### src/rtl/dmem_responder.sv
// Data-memory responder: a single outstanding load/store with fixed access latency,
// byte-masked writes into a flop-based word array, and a registered response.
module dmem_responder #(
  parameter int unsigned DATA_WIDTH = 32,
  parameter int unsigned DEPTH      = 32,
  parameter int unsigned LATENCY    = 2
) (
  input  logic                    clk_i,
  input  logic                    rst_i,
  input  logic                    req_valid_i,
  output logic                    req_ready_o,
  input  logic [31:0]             req_addr_i,
  input  logic                    req_we_i,
  input  logic [DATA_WIDTH-1:0]   req_wdata_i,
  input  logic [DATA_WIDTH/8-1:0] req_be_i,
  output logic                    rsp_valid_o,
  input  logic                    rsp_ready_i,
  output logic [DATA_WIDTH-1:0]   rsp_rdata_o,
  output logic                    rsp_err_o
);

  localparam int unsigned NumBytes = DATA_WIDTH / 8;
  localparam int unsigned IdxW     = (DEPTH > 1) ? $clog2(DEPTH) : 1;

  typedef enum logic [1:0] {StIdle, StWait, StResp} state_e;

  state_e                  state_q;
  logic [3:0]              cnt_q;
  logic [IdxW-1:0]         idx_q;
  logic                    we_q;
  logic [DATA_WIDTH-1:0]   wdata_q;
  logic [NumBytes-1:0]     be_q;
  logic                    err_q;
  logic                    rsp_valid_q;
  logic [DATA_WIDTH-1:0]   rsp_rdata_q;
  logic                    rsp_err_q;
  logic [DATA_WIDTH-1:0]   mem_q [DEPTH];

  logic                    req_err;
  logic                    commit;
  logic [DATA_WIDTH-1:0]   commit_word;

  // Misaligned or beyond the array: flagged at capture, suppresses the write at commit.
  assign req_err = (req_addr_i[1:0] != 2'b00) || (req_addr_i[31:2] >= 30'(DEPTH));

  // The commit edge is the last WAIT cycle.
  assign commit = (state_q == StWait) && (cnt_q == 4'd0);

  // Current word with store lanes merged in; for loads this is just the stored word.
  always_comb begin
    commit_word = mem_q[idx_q];
    if (we_q) begin
      for (int i = 0; i < int'(NumBytes); i++) begin
        if (be_q[i]) begin
          commit_word[8*i +: 8] = wdata_q[8*i +: 8];
        end
      end
    end
  end

  // Ready is a pure state decode, forced low while reset is held.
  assign req_ready_o = (state_q == StIdle) && !rst_i;
  assign rsp_valid_o = rsp_valid_q;
  assign rsp_rdata_o = rsp_rdata_q;
  assign rsp_err_o   = rsp_err_q;

  // Request/response FSM with registered response outputs.
  always_ff @(posedge clk_i or posedge rst_i) begin
    if (rst_i) begin
      state_q     <= StIdle;
      cnt_q       <= 4'd0;
      idx_q       <= '0;
      we_q        <= 1'b0;
      wdata_q     <= '0;
      be_q        <= '0;
      err_q       <= 1'b0;
      rsp_valid_q <= 1'b0;
      rsp_rdata_q <= '0;
      rsp_err_q   <= 1'b0;
    end else begin
      unique case (state_q)
        StIdle: begin
          if (req_valid_i) begin
            idx_q   <= req_addr_i[IdxW+1:2];
            we_q    <= req_we_i;
            wdata_q <= req_wdata_i;
            be_q    <= req_be_i;
            err_q   <= req_err;
            cnt_q   <= 4'(LATENCY - 1);
            state_q <= StWait;
          end
        end
        StWait: begin
          if (cnt_q == 4'd0) begin
            rsp_valid_q <= 1'b1;
            rsp_err_q   <= err_q;
            rsp_rdata_q <= err_q ? '0 : commit_word;
            state_q     <= StResp;
          end else begin
            cnt_q <= cnt_q - 4'd1;
          end
        end
        StResp: begin
          // Data and error are left holding their last values after the handshake.
          if (rsp_ready_i) begin
            rsp_valid_q <= 1'b0;
            state_q     <= StIdle;
          end
        end
        default: state_q <= StIdle;
      endcase
    end
  end

  // Array update happens only at commit of an in-range, aligned store.
  always_ff @(posedge clk_i or posedge rst_i) begin
    if (rst_i) begin
      for (int i = 0; i < int'(DEPTH); i++) begin
        mem_q[i] <= '0;
      end
    end else if (commit && we_q && !err_q) begin
      mem_q[idx_q] <= commit_word;
    end
  end

endmodule

### config.mk
export PLATFORM = sky130hd
export DESIGN_NAME = dmem_responder
export DESIGN_NICKNAME = d
export VERILOG_FILES = /design/src/rtl/dmem_responder.sv
export SDC_FILE = /design/constraint.sdc
export NUM_CORES = 2
export LEC_CHECK = 0
export CAP_MARGIN = 0
export CORE_MARGIN = 10
export CORE_UTILIZATION = 56
export DETAILED_ROUTE_END_ITERATION = 7
export GPL_TIMING_DRIVEN = 0
export PLACE_DENSITY_LB_ADDON = 0.05
export SLEW_MARGIN = 10
export SYNTH_ARGS = -nofsm -noshare
export SYNTH_HDL_FRONTEND = slang
export SYNTH_SLANG_ARGS = --single-unit
### constraint.sdc
create_clock -name clk_i -period 34.8 [get_ports clk_i]
set_clock_uncertainty 0.15 [all_clocks]
set_input_delay 5.22 -clock clk_i [delete_from_list [all_inputs] [get_ports clk_i]]
set_output_delay 5.22 -clock clk_i [all_outputs]
set_load 0.01 [all_outputs]
Word-level counts from Yosys, hierarchy flattened
Cells that the tools add are included.
{"block": "word_totals", "reg_bits": 1107, "output_inout_bits": 35, "ram_bits": 0, "latchBits": 0, "romBits": 0, "mem_count": 0}
{"block": "classes", "n_eq_ne": 6, "shifts": 0, "n_mux": 22, "n_addsub": 1, "reduce_logical": 18, "div": 0, "bitwise_logic": 1, "n_mul": 0, "order_cmp": 3}
{"operator": "1024-bit bitwise mux", "n": 1}
{"operator": "32-bit binary-select mux with 5-bit select", "n": 1}
{"operator": "32-bit demux with 5-bit select", "n": 1}
{"operator": "32-bit two-way mux", "n": 5}
{"operator": "8-bit two-way mux", "n": 4}
{"operator": "30-bit by 6-bit greater-or-equal comparator with 1-bit output, second input constant", "n": 1}
{"operator": "3-bit AND reduction", "n": 3}
{"operator": "4-bit two-way mux", "n": 2}
{"operator": "4-bit case mux with 2 select lines", "n": 1}
{"operator": "6-bit greater-or-equal comparator, second input constant", "n": 1}
{"operator": "6-bit by 1-bit less-than comparator with 1-bit output, second input constant", "n": 1}
{"operator": "2-bit two-way mux", "n": 3}
{"operator": "2-bit inequality test, second input constant", "n": 3}
{"operator": "5-bit NOT with 6-bit output", "n": 1}
{"operator": "2-bit case mux with 3 select lines", "n": 1}
{"operator": "2-bit nonzero test", "n": 3}
{"operator": "1-bit logical AND", "n": 5}
{"operator": "4-bit logical NOT", "n": 1}
{"operator": "2-bit AND reduction", "n": 2}
{"operator": "4-bit by 1-bit subtractor with 4-bit output, second input constant", "n": 1}
{"operator": "2-bit by 1-bit == test with 1-bit output, second input constant", "n": 1}
{"operator": "2-bit == test, second input constant", "n": 1}
{"operator": "1-bit logical NOT", "n": 2}
{"operator": "2-bit logical NOT", "n": 1}
{"operator": "other kinds (4)", "n": 5}

Logic depth before layout (Yosys ltp)
{"block": "depth", "word_depth": 7, "ltp_mapped": 12}

Worst setup path before layout
Ideal clock, no wire load.
{"block": "synth_timing", "kind": "in2out", "from": "input port rst_i", "to": "output port req_ready_o", "slack_ns": 23.951, "stages": 1, "t_arrival_ns": 5.479, "required_time_ns": 29.430, "path_cell_list": "nor3_1"}
{"block": "synth_between", "elab_chain_cells": 2}
{"element": "start: declaration", "line": "9", "text": "input logic rst_i,"}
{"element": "1-bit logical NOT (no source line)"}
{"element": "1-bit logical AND", "line": "62", "text": "assign req_ready_o = (state_q == StIdle) && !rst_i;"}
{"element": "end: declaration", "line": "11", "text": "output logic req_ready_o,"}
No other way between the ends.

Worst setup path in the final report
Ends and elaborated chain as after synthesis.

==> key figures <==
Route
  – Vias per Instance: 6.48
  – First-pass detailed-route iteration total: 6
  – DRT Wirelength: 196,000 um
  – Post-route ant nets: 0
  – Vias: 39.7k
  – Initial drt markers: 4,803
  – Remaining DRCs: 0
  – Mean routed wirelength per cell: 32.0 um

Min path
  – HP Class: reg -> reg

Critical path
  – Max incr delay on CP: 0.58 ns
  – Worst path cell trace: clkdlybuf4s50_1 -> nor3_1 -> clkdlybuf4s50_1
  – Most frequent CP cell: clkdlybuf4s50_1
  – Worst path required time: 29.43 ns
  – Cell type of the slowest stage on the worst timing path: clkdlybuf4s50_1
  – Setup crit start kind: primary input
  – Critical path type: in -> out
  – Worst Setup End Kind: output port
  – Critical Path AT: 6.41 ns
  – CP Max Fanout: 2

Clock network
  – Clk sink count: 1,107
  – CTS tree: built
  – Worst-path clk slew: 0.06 ns
  – CTS Hold Bufs: 0
  – Clock Tree Root: clkbuf_16
  – Clk_lat worst skew: 0.75 ns
  – Clock Tree Buf Depth: 3
  – Setup Fix Bufs, Post-CTS: 0
  – Num CTS Buffers: 115
  – CTS-repair resized insts: 0
  – H-tree depth: 3

Synthesis
  – Post-synth top flop: dfrtp_1
  – Synth Net Count: 4,672
  – Post-Syn Area: 49,100 um2
  – Post-synth EDFFs: 0
  – Syn Inst Count: 4,598
  – Mapped Avg Cell Area: 10.7 um2
  – Synthesized flop and latch total: 1,107
  – Ys Warns: 0
  – Cell variety after synth: 67
  – Async SR Flop Fraction: 100%
  – Register area share after synthesis: 56.4%

Timing
  – RSZ-0062 raised after global routing: no
  – Rel. slew slack: 3.82%
  – Fin crit period: 11.78 ns
  – Tcrit/Tclk final: 33.9%
  – Actual slew at the worst max-slew pin: 1.44 ns
  – Fmax: 84.9 MHz
  – Fin. Hold Viols: 0
  – Final Setup Violations: 0
  – Max-slew violations: 0
  – TNS Setup: 0 ns

Power and ir drop
  – Peak supply drop: 0.0000530 V
  – Total Power: 4.41 mW
  – Power Density: 78.3 nW/um2
  – P_leak: 25.0 nW

Placement
  – Port bufs: 107
  – Placed insts: 5,896
  – Post-DP HPWL: 144,000 um
  – Gpl congestion: 1.04

Layout
  – P&R area growth vs syn: 14.8%
  – Layout cells sized above 1: 15.9%
  – Multi-input gate area: 19,000 um2
  – Final Non-Filler Cells: 6,117
  – Layout Nets: 4,933
  – Fillers: 7,153
  – Area occupied by registers: 27,700 um2

Run
  – MaxCap Viol Count: 0

GRT
  – Initial antenna violation count: 9
  – GR Overflow Total: 0
  – Vias in the first global route: 38.4k
  – First-pass GRT wire length: 280,000 um
  – Total GRT Usage: 39.2%
  – Pin count of the biggest net entering global routing: 39

Floorplan
  – Die height: 316 um
  – IO Pins: 108
  – Core area: 86,900 um2
  – Die ar.: 99,900 um2
  – Starting Density: 56.5%
  – Die Wd: 316 um
  – FP Rows: 108

Outcome
  – Outcome: complete, no violations
==> cell usage after synthesis (11+ instances only) <==
library cell	count	area share, %
nand4_1	14	0.18
a21oi_1	35	0.36
buf_1	24	0.18
buf_2	82	0.84
mux2_2	65	1.5
a22o_1	37	0.66
nand2_2	20	0.25
mux2i_1	248	5.1
nor2_1	23	0.18
buf_12	13	0.53
buf_4	23	0.35
buf_6	30	0.69
nor3_1	14	0.14
clkbuf_2	68	0.69
o22ai_1	39	0.50
nand3_1	51	0.52
clkbuf_1	177	1.4
o21ai_0	906	9.2
nand2b_1	12	0.15
a22oi_1	78	1.2
o21ai_2	97	1.7
a211oi_1	16	0.24
mux4_2	121	5.6
o21ai_1	78	0.80
dfrtp_1	1107	56
nor2b_1	11	0.14
nand2_1	1097	8.4
nor4_1	14	0.18
==> placed cells by master, fill, tap and decap left out, drive strengths merged, types with 4 or more instances in the layout <==
cell	count
dfrtp	1107
and2	8
nand3	54
o22ai	41
nor4	14
a22o	37
buf	214
a21oi	35
clkinv	34
nor2b	12
nor2	27
and3	8
nand4	14
mux2i	248
clkbuf	405
nor3	14
mux2	65
o21ai	1084
nand4b	4
clkinvlp	6
mux4	123
diode	4
nand2	1117
inv	8
nand2b	12
a211oi	16
a22oi	78
a221oi	10
bufinv	13
clkdlybuf4s50	107
o2111ai	7
==> report_power, final <==
part | total [mW] | switching (mW) | internal (mW)
logic | 1.72 | 1.29 | 0.427
registers | 1.37 | 0.0435 | 1.33
clock network | 1.32 | 0.553 | 0.769
total | 4.41 | 1.89 | 2.52
==> routing by layer <==
metal  global-route usage (%)  vias to the layer above  wire (um)
met5                    0.967                        -        227
met4                     23.1                        6      13700
met3                     14.7                      581      25100
met2                     55.1                     2378      82100
met1                     51.3                    20100      74500
li1                         -                    16600          -
==> worst paths after layout <==
kind / startpoint / to / slack [ns] / cells past startpoint
min: mem_q[789] / mem_q[789] / 0.32 / 2
max in group asynchronous: rst_i / wdata_q[21] / 27.96 / 8
max reg2reg: idx_q[4] / mem_q[445] / 29.92 / 10
max: rst_i / req_ready_o / 23.02 / 3
min reg2reg: mem_q[789] / mem_q[789] / 0.32 / 2
min in group asynchronous: rst_i / rsp_rdata_o[0] / 4.72 / 2
==> kinds of logic after synthesis <==
logic type	share of synthesized area, %
AO/OA/AOI/OAI	15.6
XOR/XNOR	0.0178
adder cells (fa/ha/maj)	0.0255
buffers and inverters	4.83
flip-flops	56.4
multiplexers	12.2
AND/OR/NAND/NOR	11.0
==> cell type report <==
cell class,instances,share of cell area [%]
Clock inverter,56,1.20
Multi-Input combinational cell,3064,33.8
Timing Repair Buffer,144,3.17
Sequential cell,1107,49.1
Antenna cell,4,0.0178
Clock buffer,160,5.94
Inverter,5,0.0399
Tap cell,1155,2.56
Buffer,422,4.17
==> critical path, delay by kind of cell <==
kind | cells | cell delay [ns]
buffers and inverters | 2 | 1.04
AND/OR/NAND/NOR | 1 | 0.15
==> state kept, by name, indices dropped and copies added (netlist names) <==
register	cells
we_q	1
wdata_q	32
rsp_rdata_o	32
rsp_valid_o	1
be_q	4
state_q	2
rsp_err_o	1
cnt_q	4
mem_q	1024
err_q	1
idx_q	5
==> through the flow <==
stage | utilization, % | cell area (um2) | worst slack [ns] | hold slack [ns]
after detailed placement | 60.2 | 52300 | 23.02 | 0.312
after CTS | 64.9 | 56400 | 23.02 | 0.326
after global routing | 64.9 | 56400 | 22.97 | 0.343
after floorplan | - | 49100 | 14.16 | 0.292
after global placement | 59.4 | 51600 | 7.42 | 0.304
final | 64.9 | 56400 | 23.02 | 0.323
Note: power is estimated with default switching activity, not from simulation.
